==> src/rtl/gold_code_gen.sv <==
// Gold-code chip generator: two Fibonacci LFSRs XORed into one chip per
// advance, with chip-rate prescaler, B seed load and programmable epoch.
module gold_code_gen #(
  parameter int unsigned    N         = 15,
  parameter logic [N-1:0]   TAPS_A    = 15'h0003,
  parameter logic [N-1:0]   TAPS_B    = 15'h100B,
  parameter logic [N-1:0]   SEED_A    = 15'h4000,
  parameter logic [N-1:0]   SEED_B    = 15'h2000,
  parameter int unsigned    EPOCH_LEN = 32767,
  parameter int unsigned    IDX_W     = 15,
  parameter int unsigned    DIV_W     = 8
) (
  input  logic             clk,
  input  logic             reset,
  input  logic             enable,
  input  logic             load,
  input  logic [N-1:0]     seed_b,
  input  logic [DIV_W-1:0] div,
  output logic             chip,
  output logic             chip_stb,
  output logic             epoch,
  output logic [IDX_W-1:0] chip_idx,
  output logic [N-1:0]     state_a,
  output logic [N-1:0]     state_b
);

  localparam logic [IDX_W-1:0] IDX_LAST = IDX_W'(EPOCH_LEN - 1);

  logic [N-1:0]     state_a_q, state_a_d;
  logic [N-1:0]     state_b_q, state_b_d;
  logic [N-1:0]     bseed_q, bseed_d;
  logic [IDX_W-1:0] chip_idx_q, chip_idx_d;
  logic [DIV_W-1:0] pcnt_q, pcnt_d;
  logic             chip_stb_q, chip_stb_d;
  logic             epoch_q, epoch_d;
  logic             advance;
  logic             wrap;

  // Shift right with the tap parity fed back into the MSB.
  function automatic logic [N-1:0] lfsr_step(input logic [N-1:0] x,
                                             input logic [N-1:0] taps);
    return {^(x & taps), x[N-1:1]};
  endfunction

  // Next-state: load beats advance; a zero B seed is replaced to avoid lock-up.
  always_comb begin
    state_a_d  = state_a_q;
    state_b_d  = state_b_q;
    bseed_d    = bseed_q;
    chip_idx_d = chip_idx_q;
    pcnt_d     = pcnt_q;
    chip_stb_d = 1'b0;
    epoch_d    = 1'b0;
    // >= so that lowering div below the running count fires at once.
    advance    = enable && (pcnt_q >= div);
    wrap       = (chip_idx_q == IDX_LAST);
    if (load) begin
      state_a_d  = SEED_A;
      bseed_d    = (seed_b == '0) ? SEED_B : seed_b;
      state_b_d  = (seed_b == '0) ? SEED_B : seed_b;
      chip_idx_d = '0;
      pcnt_d     = '0;
    end else if (advance) begin
      pcnt_d     = '0;
      chip_stb_d = 1'b1;
      if (wrap) begin
        state_a_d  = SEED_A;
        state_b_d  = bseed_q;
        chip_idx_d = '0;
        epoch_d    = 1'b1;
      end else begin
        state_a_d  = lfsr_step(state_a_q, TAPS_A);
        state_b_d  = lfsr_step(state_b_q, TAPS_B);
        chip_idx_d = chip_idx_q + 1'b1;
      end
    end else if (enable) begin
      pcnt_d = pcnt_q + 1'b1;
    end
  end

  // State registers with synchronous reset to the seed values.
  always_ff @(posedge clk) begin
    if (reset) begin
      state_a_q  <= SEED_A;
      state_b_q  <= SEED_B;
      bseed_q    <= SEED_B;
      chip_idx_q <= '0;
      pcnt_q     <= '0;
      chip_stb_q <= 1'b0;
      epoch_q    <= 1'b0;
    end else begin
      state_a_q  <= state_a_d;
      state_b_q  <= state_b_d;
      bseed_q    <= bseed_d;
      chip_idx_q <= chip_idx_d;
      pcnt_q     <= pcnt_d;
      chip_stb_q <= chip_stb_d;
      epoch_q    <= epoch_d;
    end
  end

  assign chip     = state_a_q[0] ^ state_b_q[0];
  assign chip_stb = chip_stb_q;
  assign epoch    = epoch_q;
  assign chip_idx = chip_idx_q;
  assign state_a  = state_a_q;
  assign state_b  = state_b_q;

endmodule

==> config.mk <==
export PLATFORM = sky130hd
export DESIGN_NAME = gold_code_gen
export DESIGN_NICKNAME = d
export VERILOG_FILES = /design/src/rtl/gold_code_gen.sv
export SDC_FILE = /design/constraint.sdc
export NUM_CORES = 1
export LEC_CHECK = 0
export CAP_MARGIN = 20
export CORE_ASPECT_RATIO = 1.4
export CORE_MARGIN = 5
export CORE_UTILIZATION = 46
export DETAILED_ROUTE_END_ITERATION = 16
export PLACE_DENSITY = 0.79
export REMOVE_ABC_BUFFERS = 1
export SYNTH_ARGS = -nofsm -noshare
export SYNTH_HDL_FRONTEND = slang
export SYNTH_SLANG_ARGS = --single-unit
==> constraint.sdc <==
create_clock -name clk -period 2 [get_ports clk]
set_input_delay 0.4 -clock clk [delete_from_list [all_inputs] [get_ports clk]]
set_output_delay 0.4 -clock clk [all_outputs]
set_load 0.02 [all_outputs]
==> results.cfg, run 1 <==
[outcome]
status = complete, but fails checks
violations = negative setup slack

[global_route]
grt_use_total_pct = 26.6
grt_pass1_wl_um = 19000
grt_max_degree = 21
antenna_found_initial = 0
grt_pass1_vias = 3937
grt_overflow_total = 0

[detailed_routing]
drtPass1Iterations = 6
wire_per_inst_um = 20.1
vias = 3882
drt_wl_total_um = 13100
antenna_left = 0
drc = 0
drt_iter0_drc = 306
via_per_inst = 5.95

[setup_path]
endpoint = chip_idx[5]
crit_start = pcnt_q[5]
critPathMaxFanout = 5
critPathKind = reg2reg
worst_r2r_endpoint = chip_idx[5]
cp-end-kind = flip-flop
r2r.worst_path.cells = 7
critPathArrivalTime_ns = 2.59
startpoint_type = flip-flop
regToRegSetupSlack_ns = -0.32
worstPathRequired_ns = 2.27
r2r_start = pcnt_q[5]

[yosys]
synthMuxAreaShare_pct = 8.40
yosys.area_share.xor_xnor_pct = 3.38
async_flop_share_pct = 0
synthAdderAreaFrac_pct = 4.09
syn_area_um2 = 3370
ys.flop_type = dfxtp_1
synth-edff-count = 0
synth_simple_gate_area_share_pct = 19.8
yosysTopAreaCellShare_pct = 41.6
synth_cell_types = 44
synth_top_family_by_area = simple AND/OR/NAND/NOR gates
yosysWarnings = 0
syn_inst = 383
netlist_top_cells_area = dfxtp_1 42%, a21oi_1 6.1%, mux2i_1 4.2%, ha_1 4.1%, nand2_1 4.0%
synth-compound-area-share_pct = 18.1
synth.yosys.seq_area_share_pct = 41.6
yosysTopAreaCell = dfxtp_1
yosys_register_bits = 70
syn_avg_cell_area_um2 = 8.79

[sta]
slew_viol_final = 0
min_period_ns = 2.32
fin_skew_ns = 0.0120
max_slew_margin_pct = 59.6
setup_viol = 51
fin_crit_sh_pct = 116
setup_slack_ns = -0.318
fmaxAchievable_mhz = 431
worst_pin_slew_ns = 0.604
hold_violations = 0
rsz0062_at_grt = yes

[final_layout]
final_nets = 588
final_util_pct = 78.8
area_growth_syn_to_layout_pct = 70.0
drive_above_1_share_pct = 40.2
antenna_cells = 0

[cts]
cts_tree = done
clk_path_buf_depth = 2
ctsHoldBuffers = 0
insertion_delay_ns = 0.36
htreeDepth = 3
clock_sinks = 70
cts_buffers = 9
clk_pin_slew_worst_paths_ns = 0.08
root_buffer = clkbuf_8

[floorplan]
start_util_pct = 46.3
io_pins = 75
die_x_um = 82.3
core-area_um2 = 7270
die_area_um2 = 9150
rows = 37
fp.dieH_um = 111

[placed_design]
hpwl_um = 7210
pre_cts_ws_ns = -0.812
io_buffers = 74
gp_congestion = 0.878

[min_path]
hp-start = bseed_q[12]
holdCritPathClass = reg2reg

[power_and_ir_drop]
powerDensity_nw_per_um2 = 515
vdd_drop_max_mv = 0.429
p_leak_nw = 2.28

[flow_run]
maxCapViolCount = 0
cell type report:
cell class	count	area (µm²)
clock buffer	12	145
sequential	70	1410
fill	445	1540
clock inverter	4	22.5
timing repair buffer	180	1690
multi-input combinational	276	2290
tap	97	121
inverter	13	48.8
metal layers:
layer	GRT usage, %	vias to the layer above	share of wire (%)
met2	44.8	231	50
li1	-	1721	-
met1	29.7	1834	36
met3	7.48	96	7.2
met5	0	-	0
met4	13.1	0	6.8
cells by family (layout without fill, tap and decap cells):
| kind of cell | after synthesis | in the layout |
|---|---|---|
| adder cells (fa/ha/maj) | 11 | 11 |
| multiplexers | 24 | 24 |
| AO/OA/AOI/OAI | 93 | 93 |
| buffers and inverters | 37 | 209 |
| flip-flops | 70 | 70 |
| AND/OR/NAND/NOR | 135 | 135 |
| XOR/XNOR | 13 | 13 |
sequential cells by signal, summed over array words and instances, names as in the netlist:
signal	flops
state_a	15
chip_stb	1
pcnt_q	8
bseed_q	15
state_b	15
chip_idx	15
epoch	1
placed cells by master, fill, tap and decap left out, types with 8 or more instances in the layout:
| cell | instances |
|---|---|
| buf_4 | 84 |
| dfxtp_1 | 64 |
| clkdlybuf4s50_1 | 64 |
| nor2_1 | 25 |
| nand3_1 | 22 |
| nand2_1 | 21 |
| a21oi_2 | 21 |
| a21oi_1 | 20 |
| nand2_4 | 13 |
| buf_6 | 13 |
| mux2i_1 | 10 |
| a22o_1 | 10 |
| clkbuf_8 | 10 |
| nand4_1 | 9 |
| dlygate4sd2_1 | 9 |
| inv_2 | 8 |
| o31ai_1 | 8 |
| mux2_4 | 8 |
per-stage QoR:
stage | power [mW] | setup TNS (ns) | std cells | instance area [µm²] | hold WS [ns]
floorplan | 1.65 | -40.24 | 359 | 3260 | 0.436
global placement | 1.86 | -36.40 | 605 | 4720 | 0.450
detailed placement | 1.87 | -39.93 | 605 | 4720 | 0.456
CTS | 2.92 | -1.72 | 646 | 5420 | 0.468
global route | 3.06 | -8.07 | 652 | 5720 | 0.502
finish | 2.95 | -4.71 | 652 | 5720 | 0.470
synthesized netlist by cell type, types with 2 or more instances:
master and instances:
or4_1 6, mux2i_1 14, mux2_2 2, nor3b_1 4, ha_1 11, nand2b_1 2, and3_1 3, o31a_1 2
a22o_1 10, a21oi_1 41, o21bai_1 4, a211oi_1 6, dfxtp_1 70, o21ai_0 6, nor4_1 4, mux2_4 8
nand3_1 24, o221ai_1 3, inv_1 12, a22oi_1 4, and4_1 2, clkbuf_1 15, nor2_1 32, xor2_1 7
buf_2 7, o31ai_1 10, o311ai_0 2, a31o_2 2, xnor2_1 6, nand4_1 9, nor3_1 5, or3_1 3
nand2_1 36
worst min path at each step:
stage | endpoint | cells after the start | slack (ns)
after floorplan | bseed_q[13] | 2 | 0.44
after global placement | bseed_q[13] | 2 | 0.45
after detailed placement | bseed_q[11] | 2 | 0.46
after CTS | bseed_q[12] | 2 | 0.47
after global routing | bseed_q[0] | 1 | 0.50
final | bseed_q[12] | 2 | 0.47
critical path: stages, from the launching register on:
cell and delay (ns):
dfxtp_4 0.36, ha_4 0.26, and3_4 0.20, nand3_4 0.07, o31a_1 0.40, buf_6 0.17, or4_1 0.54, a21oi_1 0.22
power breakdown:
group | switching [mW] | total (mW) | leakage, nW | internal, mW
clock network | 0.559 | 1.04 | 0.0861 | 0.479
logic | 0.213 | 0.448 | 1.62 | 0.235
registers | 0.0334 | 1.47 | 0.574 | 1.43
total | 0.805 | 2.95 | 2.28 | 2.14
what timing repair did:
item                                    in CTS  in global routing
pin swaps                                   38                 38
gates resized for setup                     70                 76
cloned                                       5                  0
endpoints found under the setup margin      56                 65
setup buffers                               21                  9
Power figures use the tool's default switching activity.
==> inputs of run 2 (changes only) <==
- CORE_UTILIZATION: 46 -> 56
- DONT_BUFFER_PORTS: default -> 1
- PLACE_DENSITY: 0.79 -> 0.76
- TNS_END_PERCENT: default -> 10
==> results.cfg, run 2 (synthesis results as in run 1) <==
[placed_design]
dpl.cell_count = 477
place_area_um2 = 3800
hpwl_um = 6010
gp_congestion = 0.882
io_buffers = 0

[global_route]
antenna_found_initial = 0
grt_util_met2_pct = 42.4
grt_pass1_wl_um = 14500
grt.busiest_layer = met2
use_met3_pct = 7.05
met1_usage_pct = 26.9
grt_overflow_total = 0
grt_pass1_vias = 3138
grt_max_degree = 27
grt_use_total_pct = 24.3

[floorplan]
die_area_um2 = 7690
io_pins = 75
fp.dieH_um = 102
rows = 33
start_util_pct = 57.4
core-area_um2 = 5860
die_x_um = 75.5

[final_layout]
fill_cells = 421
seq_area_um2 = 1410
final_common_cell = dfxtp_1
area_growth_syn_to_layout_pct = 29.5
fin_cells = 503
antenna_cells = 0
multi_input_area_um2 = 2040
drive_above_1_share_pct = 30.0
final_cell_mix = 66 x dfxtp_1, 46 x buf_4, 35 x nand2_1
final_nets = 466
finalInstanceArea_um2 = 4360
final_util_pct = 74.4

[sta]
setup_viol = 15
fin_crit_sh_pct = 107
holdWs_ns = 0.129
hold_violations = 0
worst_pin_slew_ns = 0.744
setup_slack_ns = -0.142
min_period_ns = 2.14
max_slew_margin_pct = 50.3
fin_skew_ns = 0.0110
fin_tns_setup_ns = -0.848
fmaxAchievable_mhz = 467
rsz0062_at_grt = yes
slew_viol_final = 0

[cts]
root_buffer = clkbuf_8
clk_path_buf_depth = 2
insertion_delay_ns = 0.34
cts_tree = done
htreeDepth = 3
cts_buffers = 9
clock_sinks = 70
clk_pin_slew_worst_paths_ns = 0.08
ctsHoldBuffers = 0

[setup_path]
cpPeakStageDelay_ns = 0.51
startpoint_type = flip-flop
critPathBufInv = 1
critPathTopFamily = compound AO/OA/AOI/OAI gates
critPathKind = reg2reg
critPathArrivalTime_ns = 2.41
crit_slowest_cell = or4_4
cp-end-kind = flip-flop
worstPathRequired_ns = 2.27
critPathMaxFanout = 5
path_cells = ha_2 -> o21a_1 -> nor2_2 -> o31a_4 -> buf_12 -> or4_4 -> a21oi_2

[power_and_ir_drop]
p_leak_nw = 1.74
vdd_drop_max_mv = 0.576
powerDensity_nw_per_um2 = 658

[outcome]
status = complete, but fails checks
violations = negative setup slack

[detailed_routing]
antenna_left = 0
drt_iter0_drc = 130
drc = 0
drt_wl_total_um = 9120
vias = 3071
drtPass1Iterations = 4
via_per_inst = 6.11
wire_per_inst_um = 18.1

[flow_run]
maxCapViolCount = 0

[min_path]
holdCritPathClass = in2reg
run 2: cell type report:
cell class / instances / area share [%]
clock buffer: 10 / 3.16
clock inverter: 6 / 1.41
inverter: 13 / 1.12
multi-input combinational: 276 / 46.7
sequential: 70 / 32.3
tap: 70 / 2.01
timing repair buffer: 58 / 13.4
run 2: what timing repair did:
action,CTS,global route
gates resized for setup,25,24
setup endpoints to repair,55,41
cloned,2,0
setup buffers,7,1
pin swaps,30,10
run 2: worst reg2reg max path: cells and delay by family, from the launching register on:
family	cells	cell delay, ns
compound gates	3	0.69
fa+ha+maj	1	0.32
buf+inv	1	0.15
flops	1	0.32
simple gates	2	0.59
run 2: final timing paths:
kind                from           to  slack, ns  cells after the start
max reg2reg    pcnt_q[2]  chip_idx[7]      -0.14                      7
min                reset  bseed_q[11]       0.13                      1
max            pcnt_q[2]  chip_idx[7]      -0.14                      7
min reg2reg  bseed_q[11]  bseed_q[11]       0.46                      2
run 2: routing by layer:
metal / share of wire (%) / wire length [µm] / vias to the layer above
met1: 37 / 3370 / 1482
met2: 54 / 4910 / 88
met5: 0 / 0 / -
li1: - / - / 1485
met4: 2.2 / 201 / 0
met3: 7.1 / 647 / 16
run 2: through the flow:
step           power (mW)  setup slack [ns]
6_report             2.87            -0.142
5_1_grt              2.99            -0.224
4_1_cts              2.87            -0.125
3_5_place_dp         1.72            -0.331
3_3_place_gp         1.71            -0.272
2_1_floorplan        1.65             -1.21
run 2: power breakdown:
| group | switching (mW) | total, mW | leakage (nW) | internal, mW |
|---|---|---|---|---|
| Sequential | 0.0548 | 1.49 | 0.572 | 1.43 |
| Clock | 0.530 | 1.14 | 0.102 | 0.605 |
| Combinational | 0.121 | 0.248 | 1.07 | 0.127 |
| Total | 0.705 | 2.87 | 1.74 | 2.17 |
==> RTL edit: new RTL, config.mk and constraints of run 2 <==
Put one more register stage on the output `state_a`, cleared by the reset. The value now appears one clock later. The other outputs are not delayed to match.
--- a/src/rtl/gold_code_gen.sv
+++ b/src/rtl/gold_code_gen.sv
@@ -105,3 +105,9 @@
   assign chip_idx = chip_idx_q;
-  assign state_a  = state_a_q;
+  always_ff @(posedge clk) begin
+    if (reset) begin
+      state_a <= '0;
+    end else begin
+      state_a <= state_a_q;
+    end
+  end
   assign state_b  = state_b_q;
Formal check against the unedited RTL: not equivalent (Yosys sat finds a counterexample within 4 cycles, from zero or initial values and one cycle with reset high).
==> RTL edit against run 2 <==
- the run still ends with negative setup slack left
- cell area up 4.0%
- setup slack better by 100 ps
- synthesized area increased by 13%
- power increased by 14%
- combinational power fell by 9.3%
- sequential cell count grew 15
- critical endpoint is now state_b[10]$_SDFFE_PP0P_
- routed wire length barely moved
- critical path depth stayed put
==> RTL edit: results (changes against run 2) <==
<table>
<tr><th>Metric</th><th>Value</th></tr>
<tr><th colspan="2">Route</th></tr>
<tr><td>Routed length on met1</td><td>3.65 mm (+8.4%)</td></tr>
<tr><td>Count of TritonRoute iterations in the first routing pass</td><td>5 (+1)</td></tr>
<tr><th colspan="2">Final layout</th></tr>
<tr><td>Clock network area share</td><td>4.50% (-0.066 points)</td></tr>
<tr><td>Nonclk buf count</td><td>45 (-22%)</td></tr>
<tr><td>Inverters, non-clock</td><td>22 (+9)</td></tr>
<tr><td>Fin nets</td><td>463 (-0.64%)</td></tr>
<tr><td>Multi-input logic cell count</td><td>262 (-5.1%)</td></tr>
<tr><th colspan="2">GRT</th></tr>
<tr><td>Routing usage on met2</td><td>37.6% (-4.8 points)</td></tr>
<tr><td>Global-route wire length before repair</td><td>14.8 mm (+2.2%)</td></tr>
<tr><td>Maximum number of pins on one net before global-route repair</td><td>35 (+30%)</td></tr>
<tr><th colspan="2">Status</th></tr>
<tr><td>Outcome</td><td>finished, violations left</td></tr>
<tr><td>Violated checks</td><td>negative setup slack</td></tr>
<tr><th colspan="2">Critical path</th></tr>
<tr><td>Slowest cell delay on critical path</td><td>440 ps (-70 ps)</td></tr>
<tr><td>Worst EP arrival</td><td>2300 ps (-110 ps)</td></tr>
<tr><td>Capture point of the worst path</td><td>state_b[10]$_SDFFE_PP0P_</td></tr>
<tr><td>Crit Path Max Fanout</td><td>13 (+8)</td></tr>
<tr><th colspan="2">Place</th></tr>
<tr><td>RD Place Congestion</td><td>0.812 (-7.9%)</td></tr>
<tr><td>Placed Instances</td><td>503 (+5.5%)</td></tr>
<tr><td>Post-Place Cell Area</td><td>0.00416 mm² (+9.7%)</td></tr>
<tr><th colspan="2">Timing</th></tr>
<tr><td>Count of final setup violators</td><td>14 (-1)</td></tr>
<tr><td>Min Hold Slack</td><td>110 ps (-19.6 ps)</td></tr>
<tr><td>Post-layout worst setup margin</td><td>-37.6 ps (+105 ps)</td></tr>
<tr><th colspan="2">Power</th></tr>
<tr><td>Power per Cell Area</td><td>722 mW/mm² (+9.6%)</td></tr>
<tr><th colspan="2">Die</th></tr>
<tr><td>Die boundary width</td><td>79.8 µm (+5.6%)</td></tr>
<tr><th colspan="2">Logic synthesis</th></tr>
<tr><td>Most common library cells after synthesis</td><td>85 x sky130_fd_sc_hd__dfxtp_1, 28 x sky130_fd_sc_hd__a22o_1, 24 x sky130_fd_sc_hd__nor2_1</td></tr>
</table>
RTL edit: changes by cell type in the layout (fill, tap and decap cells not counted), sizes merged, moves of 14 or more:
cell,change
dfxtp,+15
and3,+14
a22o,+18
nand3,-15
nor2b,+14
a21oi,-17
buf,-14
RTL edit: repair_timing:
action                                 CTS  global route
endpoints found under the hold margin    0             0
setup endpoints to repair               44            43
cloned                                   1             1
buffers inserted                         0             1
pin swaps                                3            10
resized for setup                        8            19
RTL edit: where the power goes:
| part | leakage, µW | internal, µW | switching, µW |
|---|---|---|---|
| registers | 0.000693 | 1730 | 63.4 |
| logic | 0.000984 | 107 | 119 |
| clock network | 0.0000968 | 593 | 658 |
| total | 0.00177 | 2430 | 840 |
RTL edit: cells by family after synthesis:
kind of cell | after synthesis | synth area share (%)
AOI/OAI and AO/OA | 116 | 25.0
xor gates and xnor gates | 12 | 2.75
adders and majority gates | 11 | 3.61
buffers and inverters | 45 | 6.00
DFF | 85 | 44.6
muxes | 3 | 0.820
and+or+nand+nor | 119 | 17.3
